**src/rtl/adc_frame_uart_tx_pkg.sv**
```systemverilog
// Shared constants and the per-byte UART state type for the ADC frame transmitter.
package adc_uart_pkg;
    localparam logic [7:0] SYNC_BYTE_DEF = 8'hA5;
    localparam int         FRAME_BYTES   = 3;
    localparam int         BITS_PER_BYTE = 10;

    typedef enum logic [1:0] {
        IDLE  = 2'd0,
        START = 2'd1,
        DATA  = 2'd2,
        STOP  = 2'd3
    } uart_state_e;
endpackage

```
**src/rtl/adc_frame_uart_tx_if.sv**
```systemverilog
// Sample input, control and UART output bundle between the ADC pipeline and the frame transmitter.
interface adc_frame_uart_tx_if;
    logic [15:0] sample;
    logic        sample_valid;
    logic        tx_en;
    logic        clr_ovr;
    logic        txd;
    logic        busy;
    logic        overrun;

    modport master (
        output sample, sample_valid, tx_en, clr_ovr,
        input  txd, busy, overrun
    );

    modport slave (
        input  sample, sample_valid, tx_en, clr_ovr,
        output txd, busy, overrun
    );
endinterface

```
**src/rtl/adc_frame_uart_tx_byte.sv**
```systemverilog
// One 8N1 byte on the line: baud counter plus 10-bit shift register.
// A start request in the final STOP cycle chains the next byte with no idle bit.
module uart_byte_tx
    import adc_uart_pkg::*;
#(
    parameter int CLK_DIV = 87
) (
    input  logic       clk,
    input  logic       rst,
    input  logic       start,
    input  logic [7:0] data,
    output logic       txd,
    output logic       done
);
    localparam logic [15:0] LAST_CNT = 16'(CLK_DIV - 1);

    uart_state_e               state_r, state_s;
    logic [15:0]               cnt_r, cnt_s;
    logic [2:0]                bit_r, bit_s;
    logic [BITS_PER_BYTE-1:0]  shift_r, shift_s;
    logic                      txd_r, txd_s;
    logic                      done_s, load_s, adv_s, bit_end_s;

    // State, counters and line register
    always_ff @(posedge clk) begin
        if (rst) begin
            state_r <= IDLE;
            cnt_r   <= 16'd0;
            bit_r   <= 3'd0;
            shift_r <= {BITS_PER_BYTE{1'b1}};
            txd_r   <= 1'b1;
        end else begin
            state_r <= state_s;
            cnt_r   <= cnt_s;
            bit_r   <= bit_s;
            shift_r <= shift_s;
            txd_r   <= txd_s;
        end
    end

    // Bit timing and next-state decode; txd is driven one bit ahead from the shifter
    always_comb begin
        state_s   = state_r;
        cnt_s     = cnt_r;
        bit_s     = bit_r;
        shift_s   = shift_r;
        txd_s     = txd_r;
        done_s    = 1'b0;
        load_s    = 1'b0;
        adv_s     = 1'b0;
        bit_end_s = (cnt_r == LAST_CNT);
        case (state_r)
            IDLE: begin
                if (start) load_s = 1'b1;
                else       cnt_s  = 16'd0;
            end
            START: begin
                if (bit_end_s) begin
                    adv_s   = 1'b1;
                    state_s = DATA;
                    bit_s   = 3'd0;
                end else begin
                    cnt_s = cnt_r + 16'd1;
                end
            end
            DATA: begin
                if (bit_end_s) begin
                    adv_s = 1'b1;
                    if (bit_r == 3'd7) state_s = STOP;
                    else               bit_s   = bit_r + 3'd1;
                end else begin
                    cnt_s = cnt_r + 16'd1;
                end
            end
            STOP: begin
                if (bit_end_s) begin
                    done_s = 1'b1;
                    if (start) begin
                        load_s = 1'b1;
                    end else begin
                        adv_s   = 1'b1;
                        state_s = IDLE;
                    end
                end else begin
                    cnt_s = cnt_r + 16'd1;
                end
            end
            default: state_s = IDLE;
        endcase

        if (load_s) begin
            state_s = START;
            cnt_s   = 16'd0;
            shift_s = {1'b1, data, 1'b0};
            txd_s   = 1'b0;
        end else if (adv_s) begin
            cnt_s   = 16'd0;
            shift_s = {1'b1, shift_r[BITS_PER_BYTE-1:1]};
            txd_s   = shift_r[1];
        end else begin
            txd_s = txd_r;
        end
    end

    assign txd  = txd_r;
    assign done = done_s;
endmodule

```
**src/rtl/adc_frame_uart_tx.sv**
```systemverilog
// Ships each 16-bit ADC result as a 3-byte UART frame (sync, high, low) with a
// one-entry holding register for samples that arrive while a frame is in flight.
module adc_frame_uart_tx
    import adc_uart_pkg::*;
#(
    parameter int         CLK_DIV   = 87,
    parameter logic [7:0] SYNC_BYTE = SYNC_BYTE_DEF
) (
    input  logic            clk,
    input  logic            rst,
    adc_frame_uart_tx_if.slave bus
);
    localparam logic [1:0] LAST_IDX = 2'(FRAME_BYTES - 1);

    logic        active_r, active_s;
    logic [1:0]  byte_idx_r, byte_idx_s;
    logic [15:0] frame_r, frame_s;
    logic [15:0] hold_r, hold_s;
    logic        hold_full_r, hold_full_s;
    logic        overrun_r, overrun_s;
    logic        busy_r, busy_s;
    logic        start_s, done_s, txd_s, accept_s, frame_end_s, set_ovr_s;
    logic [7:0]  data_s;

    uart_byte_tx #(.CLK_DIV(CLK_DIV)) u_byte (
        .clk   (clk),
        .rst   (rst),
        .start (start_s),
        .data  (data_s),
        .txd   (txd_s),
        .done  (done_s)
    );

    // Sequencer, frame/hold registers and status flags
    always_ff @(posedge clk) begin
        if (rst) begin
            active_r    <= 1'b0;
            byte_idx_r  <= 2'd0;
            frame_r     <= 16'd0;
            hold_r      <= 16'd0;
            hold_full_r <= 1'b0;
            overrun_r   <= 1'b0;
            busy_r      <= 1'b0;
        end else begin
            active_r    <= active_s;
            byte_idx_r  <= byte_idx_s;
            frame_r     <= frame_s;
            hold_r      <= hold_s;
            hold_full_r <= hold_full_s;
            overrun_r   <= overrun_s;
            busy_r      <= busy_s;
        end
    end

    // Byte sequencing and sample routing; the hold is only ever full while a frame is active
    always_comb begin
        active_s    = active_r;
        byte_idx_s  = byte_idx_r;
        frame_s     = frame_r;
        hold_s      = hold_r;
        hold_full_s = hold_full_r;
        start_s     = 1'b0;
        data_s      = SYNC_BYTE;
        set_ovr_s   = 1'b0;
        accept_s    = bus.sample_valid & bus.tx_en;
        frame_end_s = active_r & done_s & (byte_idx_r == LAST_IDX);

        if (!active_r) begin
            if (accept_s) begin
                start_s    = 1'b1;
                active_s   = 1'b1;
                byte_idx_s = 2'd0;
                frame_s    = bus.sample;
            end else begin
                active_s = 1'b0;
            end
        end else if (frame_end_s) begin
            byte_idx_s = 2'd0;
            if (hold_full_r) begin
                start_s = 1'b1;
                frame_s = hold_r;
                if (accept_s) hold_s      = bus.sample;
                else          hold_full_s = 1'b0;
            end else if (accept_s) begin
                start_s = 1'b1;
                frame_s = bus.sample;
            end else begin
                active_s = 1'b0;
            end
        end else begin
            if (done_s) begin
                start_s    = 1'b1;
                byte_idx_s = byte_idx_r + 2'd1;
                data_s     = (byte_idx_r == 2'd0) ? frame_r[15:8] : frame_r[7:0];
            end else begin
                byte_idx_s = byte_idx_r;
            end
            if (accept_s) begin
                hold_s      = bus.sample;
                hold_full_s = 1'b1;
                set_ovr_s   = hold_full_r;
            end else begin
                hold_s = hold_r;
            end
        end

        overrun_s = set_ovr_s | (overrun_r & ~bus.clr_ovr);
        busy_s    = active_s | hold_full_s;
    end

    assign bus.txd     = txd_s;
    assign bus.busy    = busy_r;
    assign bus.overrun = overrun_r;
endmodule

```
**src/flat_wrapper.sv**
```systemverilog
// flat-port wrapper written by rule: the top's interface ports become plain ports
module adc_frame_uart_tx_flat import adc_uart_pkg::*;
#(
    parameter int         CLK_DIV   = 87,
    parameter logic [7:0] SYNC_BYTE = SYNC_BYTE_DEF
)
  (clk, rst, bus_sample, bus_sample_valid, bus_tx_en, bus_clr_ovr, bus_txd, bus_busy, bus_overrun);
  adc_frame_uart_tx_if bus_i ();
  input  logic clk;
  input  logic rst;
  input wire logic [$bits(bus_i.sample)-1:0] bus_sample;
  input wire logic [$bits(bus_i.sample_valid)-1:0] bus_sample_valid;
  input wire logic [$bits(bus_i.tx_en)-1:0] bus_tx_en;
  input wire logic [$bits(bus_i.clr_ovr)-1:0] bus_clr_ovr;
  output wire logic [$bits(bus_i.txd)-1:0] bus_txd;
  output wire logic [$bits(bus_i.busy)-1:0] bus_busy;
  output wire logic [$bits(bus_i.overrun)-1:0] bus_overrun;
  assign bus_i.sample = bus_sample;
  assign bus_i.sample_valid = bus_sample_valid;
  assign bus_i.tx_en = bus_tx_en;
  assign bus_i.clr_ovr = bus_clr_ovr;
  assign bus_txd = bus_i.txd;
  assign bus_busy = bus_i.busy;
  assign bus_overrun = bus_i.overrun;
  adc_frame_uart_tx #(.CLK_DIV(CLK_DIV), .SYNC_BYTE(SYNC_BYTE)) u_core (.clk(clk), .rst(rst), .bus(bus_i));
endmodule
```
**config.mk**
```make
export PLATFORM = sky130hd
export DESIGN_NAME = adc_frame_uart_tx_flat
export DESIGN_NICKNAME = d
export VERILOG_FILES = /design/src/rtl/adc_frame_uart_tx_pkg.sv /design/src/rtl/adc_frame_uart_tx_if.sv /design/src/rtl/adc_frame_uart_tx_byte.sv /design/src/rtl/adc_frame_uart_tx.sv /design/src/flat_wrapper.sv
export SDC_FILE = /design/constraint.sdc
export NUM_CORES = 1
export LEC_CHECK = 0
export ABC_AREA = 1
export ABC_CLOCK_PERIOD_IN_PS = 5000
export CORE_MARGIN = 2
export CORE_UTILIZATION = 35
export CTS_BUF_LIST = sky130_fd_sc_hd__clkbuf_4 sky130_fd_sc_hd__clkbuf_8
export DETAILED_ROUTE_END_ITERATION = 10
export PLACE_DENSITY = 0.58
export SETUP_SLACK_MARGIN = 0.15
export SKIP_CTS_REPAIR_TIMING = 1
export SLEW_MARGIN = 10
export SYNTH_ARGS = -nofsm -noshare
export SYNTH_HDL_FRONTEND = slang
export SYNTH_HIERARCHICAL = 1
export SYNTH_SLANG_ARGS = --single-unit
```
**constraint.sdc**
```tcl
create_clock -name clk -period 5 [get_ports clk]
set_input_delay 0.5 -clock clk [delete_from_list [all_inputs] [get_ports clk]]
set_output_delay 0.5 -clock clk [all_outputs]
set_load 0.02 [all_outputs]
```
Word-level counts from Yosys, hierarchy flattened
Index checks and enable logic that the tools add are counted.
{ "word_totals": {"regBits": 69, "word_cells": 117} }
{ "op_classes": {"n_reduce_logical": 17, "bitwise": 7, "n_mux": 55, "add_sub_neg": 3, "n_eq_ne": 22} }
{ "op_table": {"columns": ["cell", "n"], "rows": [
  ["16-bit 2-to-1 mux", 9],
  ["8-bit 2-to-1 mux", 4],
  ["16-bit case mux with 2 select lines", 1],
  ["1-bit 2-to-1 mux", 23],
  ["2-bit 2-to-1 mux", 9],
  ["9-bit 2-to-1 mux", 2],
  ["2-bit inequality test (second input constant)", 9],
  ["3-bit inequality test (second input constant)", 6],
  ["16-bit by 1-bit adder with 16-bit output (second input constant)", 1],
  ["16-bit by 7-bit == test with 1-bit output (second input constant)", 1],
  ["6-bit AND reduction", 2],
  ["3-bit 2-to-1 mux", 3],
  ["2-bit == test (second input constant)", 3],
  ["2-bit case mux with 3 select lines", 1],
  ["3-bit case mux with 2 select lines", 1],
  ["2-bit AND reduction", 3],
  ["2-bit nonzero test", 3],
  ["3-bit OR reduction", 2],
  ["1-bit AND", 4],
  ["2-bit logical NOT", 2],
  ["1-bit case mux with 2 select lines", 2],
  ["4-bit AND reduction", 1],
  ["4-bit nonzero test", 1],
  ["2-bit OR reduction", 2],
  ["other kinds (8)", 9]
]} }

Depth between registers and ports, before layout
Gate-level depths: netlist of the first run.
{ "depth": {"depth_word": 12, "mapped_depth": 20} }

Hierarchy
The synthesis of the first run kept the hierarchy.
{ "by_module_without_submodules": {"columns": ["mod", "instances", "cells_each", "area_per_inst_um2", "seq_area_each_um2"], "rows": [
  ["adc_frame_uart_tx", 1, 345, 2257.2, 760.7],
  ["uart_byte_tx", 1, 338, 2127.0, 600.6]
]} }

Worst setup path after synthesis of the first run
No wires, ideal clock.
{ "synth_timing": {"kind": "register to register", "start": "register u_core.u_byte.cnt_r[0]", "end": "register u_core.u_byte.shift_r[1]", "required_time_ps": 4866, "setup_slack_ps": 2345, "setup_time_ps": 134, "path_buffers": 2, "path_stages_with_launch": 20, "arrival_time_ps": 2521, "cell_sequence": "dfxtp_1 inv_1 ha_1 nand3_1 nor2_2 nand2_1 nor2_1 nand2_2 nor2_1 inv_1 nand2_1 nand2_1 inv_1 nand3_2 nand2_4 nand2_4 buf_6 buf_6 nand3_2 nand3_1"} }
{ "synth_between": {"elab_chain_len": 11, "word_cells_on_any_way": 19, "classes_between": "eq/ne: 1; mux: 15; bitwise: 2; reduce/logical: 1"} }
{ "synth_lines": {"columns": ["element", "line", "text"], "rows": [
  ["start, declared", "adc_frame_uart_tx_byte.sv:18", "logic [15:0] cnt_r, cnt_s;"],
  ["start signal, assigned", "adc_frame_uart_tx_byte.sv:34", "cnt_r <= cnt_s;"],
  ["16-bit by 7-bit == test with 1-bit output *", "adc_frame_uart_tx_byte.sv:51", "bit_end_s = (cnt_r == LAST_CNT);"],
  ["1-bit 2-to-1 mux *", "adc_frame_uart_tx_byte.sv:76", "if (bit_end_s) begin"],
  ["1-bit 2-to-1 mux *", "adc_frame_uart_tx_byte.sv:52", "case (state_r)"],
  ["via u_core.done_s", "adc_frame_uart_tx.sv:22", "logic start_s, done_s, txd_s, accept_s, frame_end_s, set_ovr_s;"],
  ["1-bit AND (2 in series)", "adc_frame_uart_tx.sv:66", "frame_end_s = active_r & done_s & (byte_idx_r == LAST_IDX);"],
  ["1-bit 2-to-1 mux *", "adc_frame_uart_tx.sv:77", "end else if (frame_end_s) begin"],
  ["1-bit 2-to-1 mux *", "adc_frame_uart_tx.sv:68", "if (!active_r) begin"],
  ["via u_core.start_s", "adc_frame_uart_tx.sv:22", null],
  ["1-bit 2-to-1 mux (on tied branches)", "adc_frame_uart_tx_byte.sv:54, adc_frame_uart_tx_byte.sv:78", null],
  ["1-bit 2-to-1 mux", "adc_frame_uart_tx_byte.sv:76", null],
  ["1-bit case mux with 2 select lines", "adc_frame_uart_tx_byte.sv:52", null],
  ["9-bit 2-to-1 mux / 2-bit nonzero test (equally long branches)", null, null],
  ["end signal, assigned", "adc_frame_uart_tx_byte.sv:30", "shift_r <= {BITS_PER_BYTE{1'b1}};"],
  ["end signal, assigned", "adc_frame_uart_tx_byte.sv:36", "shift_r <= shift_s;"],
  ["end, declared", "adc_frame_uart_tx_byte.sv:20", "logic [BITS_PER_BYTE-1:0] shift_r, shift_s;"]
]} }
Mark *: on every way through the listed nets, which the timed path passes. The rest lies on a longest branch.
A chain may end at the register's enable or synchronous reset.

Final worst setup path of the first run
{ "layout_timing": {"start": "register u_core.u_byte.cnt_r[0]", "end": "register u_core.u_byte.cnt_r[2]"} }
{ "layout_between": {"elab_chain_len": 11, "word_cells_on_any_way": 21, "classes_between": "add/sub: 1; eq/ne: 3; mux: 13; bitwise: 2; reduce/logical: 2"} }
{ "layout_lines": {"columns": ["element", "line"], "rows": [
  ["16-bit by 7-bit == test with 1-bit output *", "adc_frame_uart_tx_byte.sv:51"],
  ["1-bit 2-to-1 mux *", "adc_frame_uart_tx_byte.sv:76"],
  ["1-bit 2-to-1 mux *", "adc_frame_uart_tx_byte.sv:52"],
  ["via u_core.done_s", "adc_frame_uart_tx.sv:22"],
  ["1-bit AND (2 in series)", "adc_frame_uart_tx.sv:66"],
  ["1-bit 2-to-1 mux *", "adc_frame_uart_tx.sv:77"],
  ["1-bit 2-to-1 mux *", "adc_frame_uart_tx.sv:68"],
  ["via u_core.start_s", "adc_frame_uart_tx.sv:22"],
  ["1-bit 2-to-1 mux (on tied branches)", "adc_frame_uart_tx_byte.sv:54, adc_frame_uart_tx_byte.sv:78"],
  ["1-bit 2-to-1 mux", "adc_frame_uart_tx_byte.sv:76"],
  ["1-bit case mux with 2 select lines", "adc_frame_uart_tx_byte.sv:52"],
  ["3-bit OR reduction (no source line)", null]
]} }
Mark *: on every way through the listed nets, which the timed path passes. The rest lies on a longest branch. The select of a mux whose other input is x is not followed.

==> results of run 1 <==
critical path, stage by stage, from the launching register on:
cell,delay [ps]
dfxtp_1,350
inv_1,120
ha_1,180
nand3_1,90
nor2_2,200
nand2_1,130
nor2_1,320
nand2_2,140
nor2_1,370
inv_1,110
nand2_1,160
o21ai_1,220
nand2_1,480
nand3_2,420
a21oi_1,230
worst max path at each step:
stage                                 from                       end  slack (ps)
floorplan           u_core/u_byte/cnt_r[0]  u_core/u_byte/shift_r[1]        2340
finish              u_core/u_byte/cnt_r[0]    u_core/u_byte/cnt_r[2]        1410
global placement    u_core/u_byte/cnt_r[0]   u_core/u_byte/cnt_r[14]        1600
detailed placement  u_core/u_byte/cnt_r[0]    u_core/u_byte/cnt_r[0]        1450
CTS                 u_core/u_byte/cnt_r[0]    u_core/u_byte/cnt_r[0]        1420
global route        u_core/u_byte/cnt_r[0]    u_core/u_byte/cnt_r[0]        1050
metrics by stage:
stage	cells	power, uW	setup WS (ps)
final	864	1440	1410
after global routing	864	1530	1050
after CTS	864	1460	1420
after detailed placement	848	983	1450
after global placement	848	978	1600
after floorplan	683	900	2340
state kept, by name, indices dropped and copies added (netlist names):
| name | cells |
|---|---|
| u_core/hold_r | 16 |
| u_core/hold_full_r | 1 |
| u_core/active_r | 1 |
| u_core/frame_r | 16 |
| u_core/u_byte/state_r | 2 |
| u_core/bus.overrun | 1 |
| u_core/u_byte/cnt_r | 16 |
| u_core/u_byte/shift_r | 9 |
| u_core/byte_idx_r | 2 |
| u_core/u_byte/bit_r | 3 |
| u_core/bus.busy | 1 |
metal layers:
metal	part of all wire [%]	wire length (microns)	GRT usage (%)
met1	45	4590	19.2
met3	4.7	483	3.77
met2	49	4980	29.5
met4	1.4	138	4.76
met5	0	0	0
final cells by class:
cell class / count / area, sq um
Clock buffer: 12 / 153
Clock inverter: 4 / 48.8
Fill cell: 1345 / 7260
Inverter: 98 / 373
Multi-Input combinational cell: 489 / 2460
Sequential cell: 68 / 1360
Tap cell: 168 / 210
Timing Repair Buffer: 25 / 245
power by group through the flow:
| stage | combinational [uW] | clock (uW) | sequential (uW) |
|---|---|---|---|
| after floorplan | 284 | 0 | 616 |
| after global placement | 357 | 0 | 621 |
| after detailed placement | 360 | 0 | 622 |
| after CTS | 363 | 486 | 610 |
| after global routing | 410 | 506 | 614 |
| final | 364 | 466 | 610 |
kinds of logic after synthesis:
family	Yosys count	synth area share [%]
flops	68	31.1
buf+inv	126	12.8
compound gates	66	8.70
fa+ha+maj	10	2.85
simple gates	411	44.2
xor+xnor	2	0.400
synth_stat cells, drive strengths merged:
master  count
o211ai      1
nand2     192
a21oi      35
o21ai      30
nor2      108
nand4      29
xor2        1
nand3      73
nor3        1
nand3b      8
buf        21
clkinv     13
dfxtp      68
ha         10
clkbuf      7
xnor2       1
inv        85
==> impl_metrics.py, run 1 <==
metrics = {
    "sta": {
        "slew_headroom_pct": 37.9,
        "period_minus_slack_ps": 3590,
        "period_share_pct": 71.8,
        "fmax_mhz": 279,
        "grt_setup_unrepaired": "false",
        "setup_viol_count_final": 0,
        "drv_slew": 0,
        "tns_ps": 0,
        "finClkSkew_ps": 11.4,
        "hold_violations": 0,
        "holdWs_ps": 462,
        "tightest_slew_ps": 925,
    },
    "placement": {
        "io_buffers": 23,
        "placed_area_sq_um": 4650,
        "place.gp.congestion": 0.842,
        "dp_hpwl_mm": 7.26,
    },
    "worst_setup_path": {
        "critPathRequiredTime_ps": 5270,
        "end_kind": "flip-flop",
        "worstSetupPathType": "flip-flop to flip-flop",
        "r2r-end": "u_core/u_byte/cnt_r[2]",
        "crit_arrival_ps": 3860,
        "r2r-start": "u_core/u_byte/cnt_r[0]",
        "reg2reg_depth": 14,
        "worstPathMaxFanout": 16,
        "regToRegSetupSlack_ps": 1410,
        "cp-start-kind": "flip-flop",
    },
    "pwr": {
        "p_comb_share_pct": 25.3,
        "max-vdd-ir-drop_mv": 0.145,
        "p_leak_uw": 0.00217,
        "power_density_nw_per_um2": 297,
        "pwr-share-clk_pct": 32.3,
        "seqPwrFrac_pct": 42.4,
        "intPower_uw": 943,
        "switchingPower_uw": 497,
        "p_sw_share_pct": 34.5,
    },
    "floorplanning": {
        "die_x_microns": 116,
        "placementRows": 40,
        "io_pins": 24,
        "dieHeight_microns": 116,
        "initial_core_util_pct": 36.2,
        "core_area_sq_um": 12100,
        "die_area_sq_um": 13400,
    },
    "final_layout": {
        "final_cell_mix": "174 x nand2_1, 94 x nor2_1, 77 x inv_1",
        "layout_commonest_cell": "nand2_1",
        "drive_above_1_share_pct": 11.8,
        "fin_area_sq_um": 4850,
        "final_util_pct": 40.1,
        "diodes": 0,
        "syn_to_final_growth_pct": 10.7,
        "layout.nets": 722,
    },
    "grt": {
        "grt_start_max_net_pins": 37,
        "grtUsageTotal_pct": 16.3,
        "grt_pass1_wl_mm": 17.6,
        "antenna_found_initial": 0,
        "grt_pass1_vias": 3889,
        "grt-ovfl-total": 0,
    },
    "min_path": {
        "hold_path_class": "flip-flop to flip-flop",
        "min-delay-start": "u_core/u_byte/bit_r[2]",
        "worstHoldPathCells": 2,
        "hold_path_end": "u_core/u_byte/bit_r[2]",
    },
    "yosys": {
        "ys_seq_elements": 68,
        "ys_top_cells_by_area": "dfxtp_1 31%, nand2_1 15%, nor2_1 8.0%",
        "syn-num-nets": 714,
        "ys_types": 33,
        "synth_cells": 683,
        "netlist.area_leader.share_pct": 31.1,
        "yosysSeqAreaShare_pct": 31.1,
        "syn_avg_cell_area_sq_um": 6.42,
        "yosys_warnings": 6,
        "synth.cell_area_sq_um": 4380,
        "yosysTopAreaCell": "dfxtp_1",
    },
    "clocking": {
        "clock-sinks": 68,
        "cts_buffer_depth": 2,
        "cts_tree": "yes",
        "cts_buffers": 9,
        "cts.clk_slew.worst_paths_ps": 70,
        "clockRootBuffer": "clkbuf_8",
        "clock_latency_ps": 350,
        "cts_htree_levels": 3,
    },
    "status": {
        "status": "completed",
    },
    "drt": {
        "dr.pass1.iters": 5,
        "via_count": 4065,
        "ant_nets": 0,
        "wl_mm": 10.2,
        "drc": 0,
        "via_per_inst": 4.70,
        "wl_per_cell_microns": 11.8,
        "first_iter_violations": 199,
    },
    "flow_run": {
        "cap_violations": 0,
    },
}
(Power assumes the default switching activity.)
==> inputs of run 2 (changes only) <==
Settings changed: ABC_CLOCK_PERIOD_IN_PS 5000 to 3500.
Clock period 5 ns to 3.5 ns, I/O delays scaled along.
==> impl_metrics.py, run 2 (synthesized netlist as in run 1, its figures left out) <==
metrics = {
    "final_layout": {
        "diodes": 0,
        "seq_area_sq_um": 1360,
        "final_util_pct": 40.2,
        "layout_commonest_cell": "nand2_1",
        "syn_to_final_growth_pct": 11.1,
        "largest_registers": "u_core/frame_r x16, u_core/hold_r x16, u_core/u_byte/cnt_r x16",
        "multi_input_area_sq_um": 2460,
        "drive_above_1_share_pct": 12.4,
        "final_cell_mix": "174 x nand2_1, 94 x nor2_1, 77 x inv_1",
        "fillers": 1328,
        "layout.nets": 728,
        "fin_area_sq_um": 4870,
    },
    "floorplanning": {
        "placementRows": 40,
        "die_x_microns": 116,
        "core_area_sq_um": 12100,
        "io_pins": 24,
        "initial_core_util_pct": 36.2,
        "dieHeight_microns": 116,
        "die_area_sq_um": 13400,
    },
    "sta": {
        "hold_violations": 0,
        "fin_ws_ps": 521,
        "tightest_slew_ps": 640,
        "fmax_mhz": 336,
        "finClkSkew_ps": 5.33,
        "period_share_pct": 85.1,
        "tns_ps": 0,
        "setup_viol_count_final": 0,
        "slew_headroom_pct": 57.3,
        "grt_setup_unrepaired": "false",
        "period_minus_slack_ps": 2980,
        "drv_slew": 0,
    },
    "drt": {
        "top_layer": "met4",
        "wl_mm": 10.6,
        "met3_length_microns": 420,
        "via_per_inst": 4.73,
        "wl_per_cell_microns": 12.2,
        "first_iter_violations": 299,
        "ant_nets": 0,
        "wl_met1_mm": 4.99,
        "via_count": 4114,
        "wl_met2_mm": 5.03,
        "dr.pass1.iters": 5,
        "drc": 0,
    },
    "grt": {
        "grt_pass1_wl_mm": 18.6,
        "antenna_found_initial": 0,
        "grt-ovfl-total": 0,
        "grt_start_max_net_pins": 37,
        "grt_pass1_vias": 4044,
        "grtUsageTotal_pct": 17.3,
    },
    "pwr": {
        "p_leak_uw": 0.00219,
        "finalPower_uw": 2020,
        "max-vdd-ir-drop_mv": 0.229,
        "power_density_nw_per_um2": 414,
    },
    "clocking": {
        "clockRootBuffer": "clkbuf_8",
        "clock_latency_ps": 350,
        "cts_tree": "yes",
        "cts_buffer_depth": 2,
        "cts_buffers": 9,
        "cts.clk_slew.worst_paths_ps": 70,
        "cts_htree_levels": 3,
        "clock-sinks": 68,
    },
    "placement": {
        "io_buffers": 23,
        "dp_hpwl_mm": 7.47,
        "placed_area_sq_um": 4700,
        "place_ws_ps": 548,
        "place.gp.congestion": 0.876,
    },
    "min_path": {
        "hold_path_class": "flip-flop to flip-flop",
    },
    "status": {
        "status": "completed",
    },
    "worst_setup_path": {
        "worstSetupPathType": "flip-flop to flip-flop",
        "critPathRequiredTime_ps": 3730,
        "cp-start-kind": "flip-flop",
        "crit_arrival_ps": 3210,
        "end_kind": "flip-flop",
        "worstPathMaxFanout": 20,
    },
    "flow_run": {
        "cap_violations": 0,
    },
}
run 2: cell types whose count changed in the layout (fill, tap and decap cells not counted), sizes merged:
cell | previous run | this run
buf | 2 | 8
bufinv | 1 | 0
clkbuf | 12 | 13
clkinv | 16 | 15
run 2: cell type report:
cell class                 instances  area share, %
multi-input combinational        489           50.5
sequential                        68           27.9
inverter                          98           7.65
timing repair buffer              31           5.96
tap                              168           4.31
clock buffer                      13           3.42
clock inverter                     2          0.205
run 2: metrics by stage:
| step | hold WS, ps | cells |
|---|---|---|
| finish | 452 | 869 |
| global route | 470 | 869 |
| CTS | 455 | 869 |
| detailed placement | 444 | 854 |
| global placement | 437 | 854 |
| floorplan | 419 | 683 |
run 2: path summary, 6_finish.rpt:
kind	startpoint	endpoint	slack, ps	cells after the start
setup / recovery	u_core/u_byte/cnt_r[0]	u_core/u_byte/cnt_r[7]	520	17
hold reg to reg	u_core/u_byte/bit_r[2]	u_core/u_byte/bit_r[2]	450	2
hold / removal	u_core/u_byte/bit_r[2]	u_core/u_byte/bit_r[2]	450	2
setup reg to reg	u_core/u_byte/cnt_r[0]	u_core/u_byte/cnt_r[7]	520	17
run 2: per-layer routing:
layer	GRT usage (%)	vias to the layer above
li1	-	2188
met1	21.6	1850
met2	29.9	66
met3	3.45	10
met4	5.40	0
met5	0	-
run 2: power breakdown:
group,switching [uW],total (uW),internal (uW)
Combinational,371,542,171
Sequential,47.2,874,826
Clock,294,599,306
run 2: critical path, cell delays in order, from the launching register on:
cell     delay [ps]
dfxtp_1         350
inv_1           120
ha_1            170
nand3_1          90
nor2_2          200
nand2_1         130
nor2_1          310
nand2_2         140
nor2_1          190
inv_1            80
nand2_1         120
nand2_1          60
inv_1            80
nand3_2         100
nand2_4         130
nand2_4         170
nand3_2         330
nor2_1           90
